===== src/rtl/operand_entry_pkg.sv =====
// ----------------------------------------------------------------------------
// operand_entry_pkg
// Shared definitions for the operand entry block: the FSM state encoding,
// the largest legal BCD digit and a small helper that checks whether a
// switch value is a valid BCD digit.
//
// Build option: OPERAND_ENTRY_DEBOUNCE_EN (see key_conditioner) does not
// change anything in this package.
// ----------------------------------------------------------------------------
package operand_entry_pkg;

    // Entry sequence. Encoding 2'd3 is unused; the FSM sends it back to
    // WAIT_A on the next clock.
    typedef enum logic [1:0] {
        WAIT_A = 2'd0,
        WAIT_B = 2'd1,
        READY  = 2'd2
    } state_e;

    // Largest digit accepted from the switches.
    localparam logic [3:0] BCD_MAX = 4'd9;

    // True when the switch value is a decimal digit 0..9.
    function automatic logic isBcd(input logic [3:0] value);
        return (value <= BCD_MAX);
    endfunction

endpackage


===== src/rtl/operand_entry_if.sv =====
// ----------------------------------------------------------------------------
// operand_entry_if
// Groups the switch/key inputs, the downstream ACK and the captured operand
// outputs of operand_entry into one bundle.
//
//   SW        [3:0]  operand digit from the switches
//   KEY_ENTER        raw pushbutton, pressed = 0, asynchronous
//   KEY_CLEAR        raw pushbutton, pressed = 0, asynchronous
//   ACK              downstream stage consumed the operand pair
//   OP_A/OP_B [3:0]  captured operands
//   VALID            operand pair complete and held
//   ERR              one-cycle pulse on a rejected digit
//   STATE     [1:0]  current entry state (LED indicators)
//
// Modports: master = the side producing switches/keys/ACK (board or bench),
//           slave  = operand_entry itself.
// ----------------------------------------------------------------------------
interface operand_entry_if;
    import operand_entry_pkg::*;

    logic [3:0] SW;
    logic       KEY_ENTER;
    logic       KEY_CLEAR;
    logic       ACK;
    logic [3:0] OP_A;
    logic [3:0] OP_B;
    logic       VALID;
    logic       ERR;
    state_e     STATE;

    modport master (
        output SW, KEY_ENTER, KEY_CLEAR, ACK,
        input  OP_A, OP_B, VALID, ERR, STATE
    );

    modport slave (
        input  SW, KEY_ENTER, KEY_CLEAR, ACK,
        output OP_A, OP_B, VALID, ERR, STATE
    );

endinterface


===== src/rtl/operand_entry_key_conditioner.sv =====
// ----------------------------------------------------------------------------
// key_conditioner
// Turns one raw, active-low, asynchronous pushbutton into a single-cycle
// press pulse: 2-flop synchronizer -> optional debounce -> falling-edge
// detector (registered).
//
//   clk_i    system clock (rising edge)
//   rst_ni   synchronous, active-low reset
//   key_i    raw pushbutton level, pressed = 0
//   press_o  one-cycle pulse per accepted press
//
// Build option OPERAND_ENTRY_DEBOUNCE_EN:
//   defined   - the conditioned level follows the synchronized level only
//               after DEB_CYCLES consecutive clocks of disagreement; the
//               press pulse appears DEB_CYCLES+3 clocks after a clean edge.
//   undefined - no counter, the conditioned level is the synchronized level
//               and DEB_CYCLES has no effect; the pulse appears 3 clocks
//               after the raw falling edge.
// ----------------------------------------------------------------------------
module key_conditioner #(
    parameter int DEB_CYCLES = 500000
) (
    input  logic clk_i,
    input  logic rst_ni,
    input  logic key_i,
    output logic press_o
);

    logic sync1_q;
    logic sync2_q;
    logic level;
    logic last_q;
    logic press_q;

    // Two-flop synchronizer. Both stages reset to the released level so a
    // reset never manufactures an edge.
    always_ff @(posedge clk_i) begin
        if (!rst_ni) begin
            sync1_q <= 1'b1;
            sync2_q <= 1'b1;
        end else begin
            sync1_q <= key_i;
            sync2_q <= sync1_q;
        end
    end

`ifdef OPERAND_ENTRY_DEBOUNCE_EN
    localparam int CNT_W = (DEB_CYCLES > 1) ? $clog2(DEB_CYCLES) : 1;
    localparam logic [CNT_W-1:0] CNT_LAST = CNT_W'(DEB_CYCLES - 1);

    logic [CNT_W-1:0] cnt_q;
    logic [CNT_W-1:0] cnt_d;
    logic             cond_q;
    logic             cond_d;

    // Debounce: count clocks during which the synchronized level disagrees
    // with the accepted level. Any clock of agreement (a bounce back)
    // restarts the count; on the DEB_CYCLES-th disagreeing clock the new
    // level is accepted.
    always_comb begin
        cnt_d  = '0;
        cond_d = cond_q;
        if (sync2_q != cond_q) begin
            if (cnt_q == CNT_LAST) begin
                cond_d = sync2_q;
            end else begin
                cnt_d = cnt_q + 1'b1;
            end
        end
    end

    // Debounce state registers; reset forgets any half-finished count.
    always_ff @(posedge clk_i) begin
        if (!rst_ni) begin
            cnt_q  <= '0;
            cond_q <= 1'b1;
        end else begin
            cnt_q  <= cnt_d;
            cond_q <= cond_d;
        end
    end

    assign level = cond_q;
`else
    // The debounce length has no effect in this build.
    localparam int deb_cycles_unused = DEB_CYCLES;

    assign level = sync2_q;
`endif

    // Falling-edge detector on the conditioned level. The pulse itself is
    // registered, which gives a fixed latency and a glitch-free output.
    always_ff @(posedge clk_i) begin
        if (!rst_ni) begin
            last_q  <= 1'b1;
            press_q <= 1'b0;
        end else begin
            last_q  <= level;
            press_q <= last_q & ~level;
        end
    end

    assign press_o = press_q;

endmodule


===== src/rtl/operand_entry.sv =====
// ----------------------------------------------------------------------------
// operand_entry
// Collects two BCD operands from the switches using an ENTER pushbutton and
// hands the pair to a downstream adder/display stage with a VALID/ACK
// handshake. A CLEAR pushbutton restarts entry at any time.
//
//   CLOCK_50  system clock, all logic on its rising edge
//   RST_N     synchronous, active-low reset
//   bus_if    operand_entry_if.slave: SW, KEY_ENTER, KEY_CLEAR, ACK in;
//             OP_A, OP_B, VALID, ERR, STATE out
//
// Parameter DEB_CYCLES: stable clocks before a key level change is accepted.
// Build option OPERAND_ENTRY_DEBOUNCE_EN enables the debounce counter inside
// key_conditioner; without it the keys are only synchronized.
// ----------------------------------------------------------------------------
module operand_entry
    import operand_entry_pkg::*;
#(
    parameter int DEB_CYCLES = 500000
) (
    input  logic              CLOCK_50,
    input  logic              RST_N,
    operand_entry_if.slave    bus_if
);

    logic       enterPress;
    logic       clearPress;
    state_e     state_q;
    state_e     state_d;
    logic [3:0] opA_q;
    logic [3:0] opB_q;
    logic       valid_q;
    logic       err_q;
    logic       loadA;
    logic       loadB;
    logic       err_d;

    // One conditioner per key; each turns a raw button into a press pulse.
    key_conditioner #(
        .DEB_CYCLES (DEB_CYCLES)
    ) uEnterKey (
        .clk_i   (CLOCK_50),
        .rst_ni  (RST_N),
        .key_i   (bus_if.KEY_ENTER),
        .press_o (enterPress)
    );

    key_conditioner #(
        .DEB_CYCLES (DEB_CYCLES)
    ) uClearKey (
        .clk_i   (CLOCK_50),
        .rst_ni  (RST_N),
        .key_i   (bus_if.KEY_CLEAR),
        .press_o (clearPress)
    );

    // State register.
    always_ff @(posedge CLOCK_50) begin
        if (!RST_N) begin
            state_q <= WAIT_A;
        end else begin
            state_q <= state_d;
        end
    end

    // Next-state logic. Clear overrides everything, including a same-cycle
    // enter or ACK. The unused encoding falls back to WAIT_A.
    always_comb begin
        state_d = state_q;
        if (clearPress) begin
            state_d = WAIT_A;
        end else begin
            case (state_q)
                WAIT_A:  if (loadA) state_d = WAIT_B;
                WAIT_B:  if (loadB) state_d = READY;
                READY:   if (bus_if.ACK) state_d = WAIT_A;
                default: state_d = WAIT_A;
            endcase
        end
    end

    // Output/control decode: which operand to load and whether to flag a
    // rejected digit. Enter pulses in READY are ignored and a clear pulse
    // suppresses both capture and error.
    always_comb begin
        loadA = 1'b0;
        loadB = 1'b0;
        err_d = 1'b0;
        if (!clearPress && enterPress) begin
            case (state_q)
                WAIT_A: begin
                    if (isBcd(bus_if.SW)) loadA = 1'b1;
                    else                  err_d = 1'b1;
                end
                WAIT_B: begin
                    if (isBcd(bus_if.SW)) loadB = 1'b1;
                    else                  err_d = 1'b1;
                end
                default: ;
            endcase
        end
    end

    // Operand and flag registers. VALID is simply "next state is READY",
    // so it rises with the second capture and drops with ACK or clear.
    // ACK keeps the operands; clear zeroes them.
    always_ff @(posedge CLOCK_50) begin
        if (!RST_N) begin
            opA_q   <= 4'd0;
            opB_q   <= 4'd0;
            valid_q <= 1'b0;
            err_q   <= 1'b0;
        end else begin
            if (clearPress) begin
                opA_q <= 4'd0;
                opB_q <= 4'd0;
            end else begin
                if (loadA) opA_q <= bus_if.SW;
                if (loadB) opB_q <= bus_if.SW;
            end
            valid_q <= (state_d == READY);
            err_q   <= err_d;
        end
    end

    assign bus_if.OP_A  = opA_q;
    assign bus_if.OP_B  = opB_q;
    assign bus_if.VALID = valid_q;
    assign bus_if.ERR   = err_q;
    assign bus_if.STATE = state_q;

endmodule


===== src/flat_wrapper.sv =====
// flat-port wrapper written by rule: the top's interface ports become plain ports
module operand_entry_flat import operand_entry_pkg::*;
#(
    parameter int DEB_CYCLES = 500000
)
  (CLOCK_50, RST_N, bus_if_SW, bus_if_KEY_ENTER, bus_if_KEY_CLEAR, bus_if_ACK, bus_if_OP_A, bus_if_OP_B, bus_if_VALID, bus_if_ERR, bus_if_STATE);
  operand_entry_if bus_if_i ();
  input  logic CLOCK_50;
  input  logic RST_N;
  input wire logic [$bits(bus_if_i.SW)-1:0] bus_if_SW;
  input wire logic [$bits(bus_if_i.KEY_ENTER)-1:0] bus_if_KEY_ENTER;
  input wire logic [$bits(bus_if_i.KEY_CLEAR)-1:0] bus_if_KEY_CLEAR;
  input wire logic [$bits(bus_if_i.ACK)-1:0] bus_if_ACK;
  output wire logic [$bits(bus_if_i.OP_A)-1:0] bus_if_OP_A;
  output wire logic [$bits(bus_if_i.OP_B)-1:0] bus_if_OP_B;
  output wire logic [$bits(bus_if_i.VALID)-1:0] bus_if_VALID;
  output wire logic [$bits(bus_if_i.ERR)-1:0] bus_if_ERR;
  output wire logic [$bits(bus_if_i.STATE)-1:0] bus_if_STATE;
  assign bus_if_i.SW = bus_if_SW;
  assign bus_if_i.KEY_ENTER = bus_if_KEY_ENTER;
  assign bus_if_i.KEY_CLEAR = bus_if_KEY_CLEAR;
  assign bus_if_i.ACK = bus_if_ACK;
  assign bus_if_OP_A = bus_if_i.OP_A;
  assign bus_if_OP_B = bus_if_i.OP_B;
  assign bus_if_VALID = bus_if_i.VALID;
  assign bus_if_ERR = bus_if_i.ERR;
  assign bus_if_STATE = bus_if_i.STATE;
  operand_entry #(.DEB_CYCLES(DEB_CYCLES)) u_core (.CLOCK_50(CLOCK_50), .RST_N(RST_N), .bus_if(bus_if_i));
endmodule

===== config.mk =====
export PLATFORM = sky130hd
export DESIGN_NAME = operand_entry_flat
export DESIGN_NICKNAME = d
export VERILOG_FILES = /design/src/rtl/operand_entry_pkg.sv /design/src/rtl/operand_entry_if.sv /design/src/rtl/operand_entry_key_conditioner.sv /design/src/rtl/operand_entry.sv /design/src/flat_wrapper.sv
export SDC_FILE = /design/constraint.sdc
export NUM_CORES = 1
export LEC_CHECK = 0
export CORE_MARGIN = 8
export CORE_UTILIZATION = 40
export DETAILED_ROUTE_END_ITERATION = 8
export PLACE_DENSITY = 0.69
export SETUP_SLACK_MARGIN = 0.05
export SYNTH_ARGS = -nofsm -noshare
export SYNTH_HDL_FRONTEND = slang
export SYNTH_SLANG_ARGS = --single-unit

===== constraint.sdc =====
create_clock -name CLOCK_50 -period 3 [get_ports CLOCK_50]
set_input_delay 0.6 -clock CLOCK_50 [delete_from_list [all_inputs] [get_ports CLOCK_50]]
set_output_delay 0.6 -clock CLOCK_50 [all_outputs]
set_load 0.01 [all_outputs]

==> results.toml <==
[synth]
synth_area_um2 = 729
ys.flop_type = "dfxtp_1"
synth_fa_ha_area_share_pct = 0
async_flop_share_pct = 0
syn-num-nets = 82
synth_commonest_cells = "20 x dfxtp_1, 9 x a21oi_1, 7 x nand2b_1"
synth_top_area_share_pct = 54.9
synthCells = 73
ys_types = 24
synthMuxAreaShare_pct = 1.37
synth_edf_count = 0
yosysSeqAreaShare_pct = 54.9
synth.most_common_cell = "dfxtp_1"
ys_seq_elements = 20
yosys.area.top_type = "dfxtp_1"
ys_top_cells_by_area = "dfxtp_1 55%, a21oi_1 6.2%, nand2b_1 6.0%"
synth_compound_area_share_pct = 21.8
synthSimpleGateAreaFrac_pct = 19.4
yosys_warnings = 0
avgSynthCellArea_um2 = 9.99
synth_top_family_by_area = "compound AO/OA/AOI/OAI gates"
synth_xor_area_share_pct = 0

[setup_path]
cp.required_ps = 2400
crit_chain = "clkdlybuf4s50_1"
critPathBufInv = 1
arrival_ps = 1350
critPathMaxFanout = 9
cp-start-kind = "flop"
cp_slowest_cell = "clkdlybuf4s50_1"
cpLargestDelayFamily = "buffers and inverters"
crit_path_max_incr_delay_ps = 600
path_class = "reg2out"
critPathCaptureType = "output port"

[floorplanning]
rows = 15
io_pins = 21
die_h_um = 58.7
dieWidth_um = 58.7
initial_utilization_pct = 42.2
core_area_um2 = 1730
die_area_um2 = 3450

[global_routing]
grt_pass1_vias = 540
antenna_found_initial = 0
grt_overflow = 0
grt_pass1_wl_um = 2540
grt_max_degree = 11
grt_usage_pct = 9.11

[timing]
max_freq_mhz = 512
period_share_pct = 65.1
tns_ps = 0
rsz0062_at_grt = "false"
worst_pin_slew_ps = 488
finalSetupViolCount = 0
slew-limit-headroom_pct = 67.0
finalHoldViolCount = 0
fin_skew_ps = 10.5
min_period_ps = 1950
maxSlewViolCount = 0
hold_slack_ps = 414

[cells_and_area]
fin_nets = 106
syn_to_final_growth_pct = 34.3
stdcell_count = 120
drive_above_1_share_pct = 7.37
n_antenna_cell = 0

[clock_network]
cts_buffer_depth = 2
cts_resized = 0
clk_latency_ps = 280
cts.sinks = 20
postCtsSetupBuffers = 0
path_clk_slew_ps = 90
numCtsBuffers = 3
h-tree-depth = 1
cts_tree = "built"
cts_hold_buf = 0
clockRootBuffer = "clkbuf_4"

[route]
vias = 588
drtIter0Drc = 10
wl_per_cell_um = 12.0
drt_pre_antenna_iters = 3
ant_nets = 0
route.detailed.drc = 0
viasPerCell = 4.90
totalWireLength_um = 1440

[status]
status = "complete, no violations"

[power]
ir_drop_mv = 0.263
cellLeakagePower_nw = 0.355
finalPower_mw = 0.423
power_density_nw_per_um2 = 431

[hold_path]
min-delay-path-class = "reg2reg"

[placed_design]
placed_cells = 117
io_buffers = 20
dp_hpwl_um = 1140
gp_congestion = 0.766

[job]
max_cap_violations = 0
## area by class of cell
type | instances | area (µm²)
clock buffer | 3 | 22.5
fill | 180 | 747
inverter | 4 | 15.0
multi-input combinational | 48 | 310
sequential | 20 | 400
tap | 25 | 31.3
timing repair buffer | 20 | 200
## report_power, final
group | switching (mW) | internal [mW]
Sequential | 0.00223 | 0.270
Clock | 0.0686 | 0.0465
Combinational | 0.0169 | 0.0180
Total | 0.0877 | 0.335
## final timing paths
path,start,end,slack (ps),cells past startpoint
max,u_core.bus_if.STATE[1],bus_if_STATE[1],1050,1
min,u_core.uEnterKey.sync1_q,u_core.uEnterKey.level,410,1
max reg2reg,u_core.bus_if.STATE[1],u_core.bus_if.OP_A[0],1660,3
min reg2reg,u_core.uEnterKey.sync1_q,u_core.uEnterKey.level,410,1
## through the flow
step | util [%] | area (µm²) | worst slack (ps)
2_1_floorplan | - | 729 | 1580
3_3_place_gp | 55.4 | 957 | 1010
3_5_place_dp | 55.4 | 957 | 985
4_1_cts | 56.7 | 980 | 1030
5_1_grt | 56.7 | 980 | 963
6_report | 56.7 | 980 | 1050
## cell families (layout without fill, tap and decap cells)
group / after synthesis / after routing
DFF: 20 / 20
buffers and inverters: 5 / 27
muxes: 1 / 1
AOI/OAI and AO/OA: 25 / 25
and+or+nand+nor: 22 / 22
## layout by cell type, fill, tap and decap left out
master	count
mux2i_1	1
o21a_1	1
inv_1	4
nor2b_1	1
nand2b_1	7
a211oi_1	5
nor4b_1	1
o21ai_0	4
or3_1	1
nor4_1	1
or4b_4	1
nand2_1	2
clkbuf_4	3
and2_1	1
o21a_2	1
nor2_1	2
a21oi_1	9
nand3_1	3
o31ai_2	1
and4bb_1	1
and2b_1	1
o211ai_2	1
clkdlybuf4s50_1	20
o21ai_1	3
dfxtp_1	20
## per-layer routing
metal	track usage (%)	vias up	routed length, µm
met4	4.10	0	14
li1	-	308	-
met2	12.9	13	638
met1	11.9	265	682
met5	0	-	0
met3	3.26	2	102
Note: power is estimated with default switching activity, not from simulation.
